File: src/rtl/ssd_scan_ctrl.sv
// Four-digit common-anode seven-segment scan controller with brightness PWM and frame-aligned
// value update. Define SSD_LZ_BLANK_EN to enable leading-zero suppression.
module ssd_scan_ctrl #(
  parameter int unsigned REFRESH_DIV = 50000,
  parameter int unsigned BRIGHT_W    = 3
) (
  input  logic                clk,
  input  logic                rst_n,
  input  logic                load,
  input  logic [15:0]         value_in,
  input  logic [3:0]          dp_in,
  input  logic [3:0]          digit_en,
  input  logic [BRIGHT_W-1:0] brightness,
  output logic [3:0]          AN,
  output logic [3:0]          digit_val,
  output logic                dp_out,
  output logic                blank,
  output logic                frame_done
);

  localparam int unsigned CntW = $clog2(REFRESH_DIV);
  localparam logic [CntW:0] StepLen = (CntW+1)'(REFRESH_DIV / 8);

  typedef enum logic [1:0] {StDead, StOn, StOff} state_e;

  state_e        state_q, state_d;
  logic [CntW-1:0] cnt_q, cnt_d;
  logic [1:0]    idx_q, idx_d;
  logic [CntW:0] on_len_q, on_len_d;
  logic [15:0]   active_q, active_d, shadow_q, shadow_d;
  logic [3:0]    active_dp_q, active_dp_d, shadow_dp_q, shadow_dp_d;
  logic          pending_q, pending_d;
  logic [3:0]    an_d, digit_val_d;
  logic          dp_out_d, blank_d, frame_done_d;
  logic          wrap, frame_edge;
  logic [3:0]    en_eff;

`ifdef SSD_LZ_BLANK_EN
  logic [3:0] lz;
  // A digit is suppressed only when it and every higher digit are blank zeros.
  always_comb begin
    lz[3] = (active_q[15:12] == 4'h0) && !active_dp_q[3];
    lz[2] = lz[3] && (active_q[11:8] == 4'h0) && !active_dp_q[2];
    lz[1] = lz[2] && (active_q[7:4] == 4'h0) && !active_dp_q[1];
    lz[0] = 1'b0;
    en_eff = digit_en & ~lz;
  end
`else
  always_comb en_eff = digit_en;
`endif

  always_comb begin
    wrap       = (cnt_q == CntW'(REFRESH_DIV - 1));
    frame_edge = wrap && (idx_q == 2'd3);
    cnt_d      = wrap ? '0 : cnt_q + CntW'(1);
    idx_d      = wrap ? idx_q + 2'd1 : idx_q;
    on_len_d   = on_len_q;
    state_d    = state_q;
    unique case (state_q)
      StDead: begin
        on_len_d = ((CntW+1)'(brightness) + (CntW+1)'(1)) * StepLen;
        state_d  = en_eff[idx_q] ? StOn : StOff;
      end
      StOn: begin
        if (wrap) state_d = StDead;
        else if ({1'b0, cnt_q} == on_len_q - (CntW+1)'(1)) state_d = StOff;
      end
      StOff: if (wrap) state_d = StDead;
      default: state_d = StDead;
    endcase
  end

  // Shadow/active handshake; a load on the frame edge bypasses the shadow.
  always_comb begin
    shadow_d    = load ? value_in : shadow_q;
    shadow_dp_d = load ? dp_in : shadow_dp_q;
    pending_d   = frame_edge ? 1'b0 : (load | pending_q);
    active_d    = active_q;
    active_dp_d = active_dp_q;
    if (frame_edge) begin
      if (load) begin
        active_d    = value_in;
        active_dp_d = dp_in;
      end else if (pending_q) begin
        active_d    = shadow_q;
        active_dp_d = shadow_dp_q;
      end
    end
  end

  // Outputs are derived from next-state so the registered pins track the state register.
  always_comb begin
    an_d         = (state_d == StOn) ? ~(4'b0001 << idx_d) : 4'hF;
    blank_d      = (state_d != StOn);
    digit_val_d  = active_d[4*idx_d +: 4];
    dp_out_d     = active_dp_d[idx_d];
    frame_done_d = frame_edge;
  end

  always_ff @(posedge clk or negedge rst_n) begin
    if (!rst_n) begin
      state_q     <= StDead;
      cnt_q       <= '0;
      idx_q       <= 2'd0;
      on_len_q    <= '0;
      active_q    <= 16'h0;
      active_dp_q <= 4'h0;
      shadow_q    <= 16'h0;
      shadow_dp_q <= 4'h0;
      pending_q   <= 1'b0;
      AN          <= 4'hF;
      digit_val   <= 4'h0;
      dp_out      <= 1'b0;
      blank       <= 1'b1;
      frame_done  <= 1'b0;
    end else begin
      state_q     <= state_d;
      cnt_q       <= cnt_d;
      idx_q       <= idx_d;
      on_len_q    <= on_len_d;
      active_q    <= active_d;
      active_dp_q <= active_dp_d;
      shadow_q    <= shadow_d;
      shadow_dp_q <= shadow_dp_d;
      pending_q   <= pending_d;
      AN          <= an_d;
      digit_val   <= digit_val_d;
      dp_out      <= dp_out_d;
      blank       <= blank_d;
      frame_done  <= frame_done_d;
    end
  end

endmodule
File: config.mk
export PLATFORM = sky130hd
export DESIGN_NAME = ssd_scan_ctrl
export DESIGN_NICKNAME = d
export VERILOG_FILES = /design/src/rtl/ssd_scan_ctrl.sv
export SDC_FILE = /design/constraint.sdc
export NUM_CORES = 1
export LEC_CHECK = 0
export ABC_AREA = 1
export CAP_MARGIN = 20
export CORE_MARGIN = 4
export CORE_UTILIZATION = 29
export CTS_CLUSTER_DIAMETER = 60
export DETAILED_ROUTE_END_ITERATION = 16
export PLACE_DENSITY = 0.57
export SLEW_MARGIN = 20
export SYNTH_ARGS = -nofsm -noshare
export SYNTH_HDL_FRONTEND = slang
export SYNTH_SLANG_ARGS = --single-unit
File: constraint.sdc
create_clock -name clk -period 5.7 [get_ports clk]
set_clock_uncertainty 0.05 [all_clocks]
set_input_delay 0.855 -clock clk [delete_from_list [all_inputs] [get_ports clk]]
set_output_delay 0.855 -clock clk [all_outputs]
set_load 0.02 [all_outputs]
* Yosys cells after proc, flatten, opt, wreduce, memory -nomap -nowiden
Cells that the tools add are included.
** Storage, ports and cells
- Bits in writable memories :: 0
- Word-level logic and storage cells :: 53
- Memory bits (read-only) :: 0
- Input port bits :: 30
- Memories :: 0
- Output and inout port bits :: 11
- Register bits :: 88
- Latch bits :: 0
** Operators by class
- Eq/ne operators :: 7
- Order comparisons :: 2
- Add/subtract/negate cells :: 4
- Bitwise operators :: 2
- Multiplexer cells :: 19
- Div/mod/pow operators :: 0
- Shift operators :: 2
- Reduce and logical (&&, ||, !) cells :: 2
- $mul :: 1
** Operators with widths (count)
- $mux W16 :: 4
- $eq A16 B17 Y1 :: 1
- $sub A17 B1 Y17 const B :: 1
- $add A16 B1 Y16 const B :: 1
- $eq A16 B16 Y1 const B :: 1
- $mul A4 B12 Y16 const B :: 1
- $mux W4 :: 4
- $shiftx A16 B5 Y4 :: 1
- $mux W2 :: 5
- $lt A2 B3 Y1 const B :: 2
- $pmux W2 S3 :: 1
- $add A3 B1 Y4 const B :: 1
- $bmux W1 S2 :: 2
- $eq A2 B1 Y1 const B :: 2
- $eq A2 B2 Y1 const B :: 2
- $not A4 Y4 :: 1
- $shl A1 B2 Y4 const A :: 1
- $mux W1 :: 3
- $add A2 B1 Y2 const B :: 1
- $logic_not A2 Y1 :: 1
- $ne A2 B1 Y1 const B :: 1
- $logic_and A1 B1 Y1 :: 1
- $or A1 B1 Y1 :: 1

* Longest topological paths before layout
- Depth in word-level cells :: 7
- Depth in mapped cells :: 18

* Worst setup path after synthesis
Ideal clock, no wire load.
- Kind :: in2reg
- Start :: in brightness[0]
- End :: reg on_len_q[13]
- Data required time :: 5532 ps
- Setup time :: 118 ps
- Buffers on the path :: 0
- Data arrival time :: 3280 ps
- Slack :: 2252 ps
- Cell stages on the path :: 15
- Cells stage by stage :: inv_1 ha_1 ha_1 ha_1 ha_1 nand2_1 o21ai_0 and2_1 o21ai_0 nand2_1 nand2_1 a21oi_1 nand3_1 nand3_1 nand2_1
** On the way
- Word-level cells in the longest chain between the ends :: 2
** Ends and longest elaborated chain
- from (decl) :: line 13 : input logic [BRIGHT_W-1:0] brightness,
- $add A3 B1 Y4 :: line 61 : on_len_d = ((CntW+1)'(brightness) + (CntW+1)'(1)) * StepLen;
- $mul A4 B12 Y16 :: line 61
- to (signal assigned) :: line 120 : on_len_q <= on_len_d;
- to (decl) :: line 29 : logic [CntW:0] on_len_q, on_len_d;
Every way passes these cells.
A chain may end at the register's enable or synchronous reset.

* Final worst setup path
Ends and elaborated chain as after synthesis.

==> impl_metrics.py <==
metrics = {
    "status": {
        "status": "completed",
    },
    "detailed_routing": {
        "first_pass_iters": 5,
        "drt_wl_total_mm": 12.9,
        "drc": 0,
        "ant_nets": 0,
        "drt_iter0_markers": 294,
        "wl_per_cell_um": 13.6,
        "via_per_inst": 4.64,
        "vias": 4403,
    },
    "floorplan": {
        "fp.dieH_um": 141,
        "core_area_um2": 17300,
        "fp-row-count": 48,
        "die_x_um": 141,
        "die_area_um2": 19900,
        "io_pins": 41,
        "start_util_pct": 29.7,
    },
    "grt": {
        "grt_overflow": 0,
        "grt_usage_pct": 13.8,
        "grt_antenna_before_repair": 0,
        "use_met1_pct": 20.0,
        "grt_pass1_wl_mm": 22.2,
        "met3_usage_pct": 2.51,
        "globalRouteMet2Util_pct": 21.2,
        "grt_most_used_layer": "met2",
        "grt_start_max_net_pins": 77,
        "grt_pass1_vias": 4288,
    },
    "worst_setup_path": {
        "crit_path_start_kind": "primary input",
        "max_stage_delay_ps": 680,
        "cp_cell_sequence": "clkdlybuf4s50_1 -> inv_1 -> ha_1 -> ha_1 -> ha_1 -> ha_1 -> nand2_1 -> o21ai_0 -> and2_1 -> o21ai_0 -> nand2_1 -> nand2_1 -> a21oi_1 -> nand3_1 -> nand3_1 -> nand2_1",
        "worstPathMaxFanout": 7,
        "critical_path_arrival_ps": 4490,
        "cp_data_required_time_ps": 5890,
        "crit_type": "primary input to register",
        "cpMaxStageDelayCell": "clkdlybuf4s50_1",
        "crit_path_end_kind": "register",
    },
    "yosys": {
        "synth-simple-area-share_pct": 35.6,
        "synth_top_family_by_area": "simple AND/OR/NAND/NOR gates",
        "ys_warn_count": 0,
        "synth-seq-cells": 88,
        "synthMuxAreaShare_pct": 0,
        "avgSynthCellArea_um2": 7.53,
        "synth_fa_ha_area_share_pct": 5.51,
        "synth_cell_types": 40,
        "synthCells": 681,
        "seq_area_frac_synth_pct": 43.0,
        "netlist_area_um2": 5130,
        "synth_compound_area_share_pct": 5.73,
        "synth.net_count": 733,
        "synthXorXnorAreaFrac_pct": 2.41,
    },
    "cells_and_area": {
        "layout-drive-gt1-share_pct": 7.33,
        "final_common_cell": "nand2_1",
        "nFillCells": 1854,
        "nets": 770,
        "mostFrequentLayoutCells": "241 x nand2_1, 83 x dfrtp_1, 75 x nand3_1",
        "syn2layout_area_growth_pct": 17.7,
        "postLayoutCoreUtil_pct": 34.9,
        "antennaDiodeCount": 0,
    },
    "clock_tree": {
        "cts_hold_buf": 0,
        "post_cts_buffers": 0,
        "cts_buffer_depth": 2,
        "htree_levels": 3,
        "insertion_delay_ps": 350,
        "ctsResizeCount": 0,
        "numCtsBuffers": 9,
        "cts_sinks": 88,
        "path_clk_slew_ps": 70,
        "cts_tree": "done",
        "cts_root_buf": "clkbuf_16",
    },
    "placed_design": {
        "place_ws_ps": 1060,
        "gp_congestion": 0.882,
        "port_buffers": 40,
        "dp_hpwl_mm": 9.78,
    },
    "timing": {
        "slew_headroom_pct": 35.7,
        "maxSlewViolCount": 0,
        "hold_violations": 0,
        "rsz0062_at_grt": "false",
        "tightest_slew_ps": 964,
        "finalCriticalPeriod_ps": 4310,
        "setup-violations-final": 0,
        "timing.fmax_mhz": 232,
        "tns_ps": 0,
        "fin_crit_sh_pct": 75.6,
        "setup_slack_ps": 1390,
    },
    "min_path": {
        "hold_class": "primary input to async pin",
    },
    "flow_run": {
        "cap_violations": 0,
    },
    "pwr": {
        "vdd.ir_drop.worst_uv": 152,
        "power_density_nw_per_um2": 345,
        "p_leak_nw": 3.05,
    },
}
-- sequential cells by signal, indices dropped and copies added, names as in the netlist --
name	count
cnt_q	16
state_q	2
dp_out	1
idx_q	2
frame_done	1
shadow_q	16
active_dp_q	4
active_q	16
shadow_dp_q	4
on_len_q	16
blank	1
pending_q	1
digit_val	4
AN	4
-- worst paths after layout --
kind,start,endpoint,slack (ps),cells past startpoint
max in group asynchronous,rst_n,state_q[0]$_DFF_PN0_,4120,2
worst min register to register,shadow_q[15]$_DFFE_PN0P_,shadow_q[15]$_DFFE_PN0P_,420,2
worst max-delay path,brightness[0],on_len_q[13]$_DFFE_PN0P_,1390,16
worst min-delay path,rst_n,on_len_q[6]$_DFFE_PN0P_,290,1
worst max register to register,cnt_q[4]$_DFF_PN0_,dp_out$_DFF_PN0_,3290,10
min in group clk,shadow_q[15]$_DFFE_PN0P_,shadow_q[15]$_DFFE_PN0P_,420,2
-- per-layer routing --
metal / vias up / wire length (um)
met5: - / 0
met4: 0 / 158
met3: 11 / 517
met2: 81 / 5790
met1: 2059 / 6420
li1: 2252 / -
-- power breakdown --
part           switching (mW)  leakage (nW)  total [mW]  internal (mW)
Combinational           0.443          1.77       0.683          0.240
Clock                   0.268         0.147       0.616          0.348
Sequential             0.0733          1.13       0.783          0.710
Total                   0.785          3.05        2.08           1.30
-- area by class of cell --
cell class,count,area (um2),area share (%)
tap,225,282,4.66
timing repair buffer,42,413,6.84
clock buffer,10,229,3.79
sequential,88,2210,36.6
multi-input combinational,498,2530,41.9
inverter,79,302,4.99
clock inverter,6,77.6,1.28
-- worst max-delay path: cells and delay by family --
family / cells / cell delay, ps
AO/OA/AOI/OAI: 3 / 640
adder cells (fa/ha/maj): 4 / 1390
buffers and inverters: 2 / 900
AND/OR/NAND/NOR: 7 / 680
-- cells by family (layout without fill, tap and decap cells) --
| family | after synthesis | count (layout) |
|---|---|---|
| XOR/XNOR | 12 | 12 |
| adder cells (fa/ha/maj) | 22 | 22 |
| AND/OR/NAND/NOR | 414 | 414 |
| flip-flops | 88 | 88 |
| buffers and inverters | 95 | 137 |
| AO/OA/AOI/OAI | 50 | 50 |
-- metrics by stage --
stage	hold WS, ps	instances	area (um2)	power [mW]
finish	288	948	6040	2.08
global placement	396	932	5730	1.48
CTS	283	948	6040	2.11
floorplan	382	681	5130	1.27
global route	294	948	6040	2.26
detailed placement	405	932	5730	1.48
-- cells in the mapped netlist (all sizes together) --
cell type	instances	area share, %
nand3b	3	0.44
and2	1	0.12
nor2	60	5.4
ha	21	5.1
inv	78	5.7
o22ai	3	0.37
dfstp	5	2.6
o21a	1	0.15
fa	1	0.39
o221ai	2	0.34
nand4	8	0.98
nor3	10	1.3
xnor2	4	0.68
o31ai	2	0.29
nand3	77	7.7
xor2	8	1.7
a21oi	9	0.88
nand2	245	18
nor4	3	0.37
buf	6	1.0
o21ai	23	2.2
dfrtp	83	40
clkbuf	10	0.73
clkinv	1	0.17
nor3b	2	0.39
a22oi	10	1.5
or2	5	0.61
(Power assumes the default switching activity.)
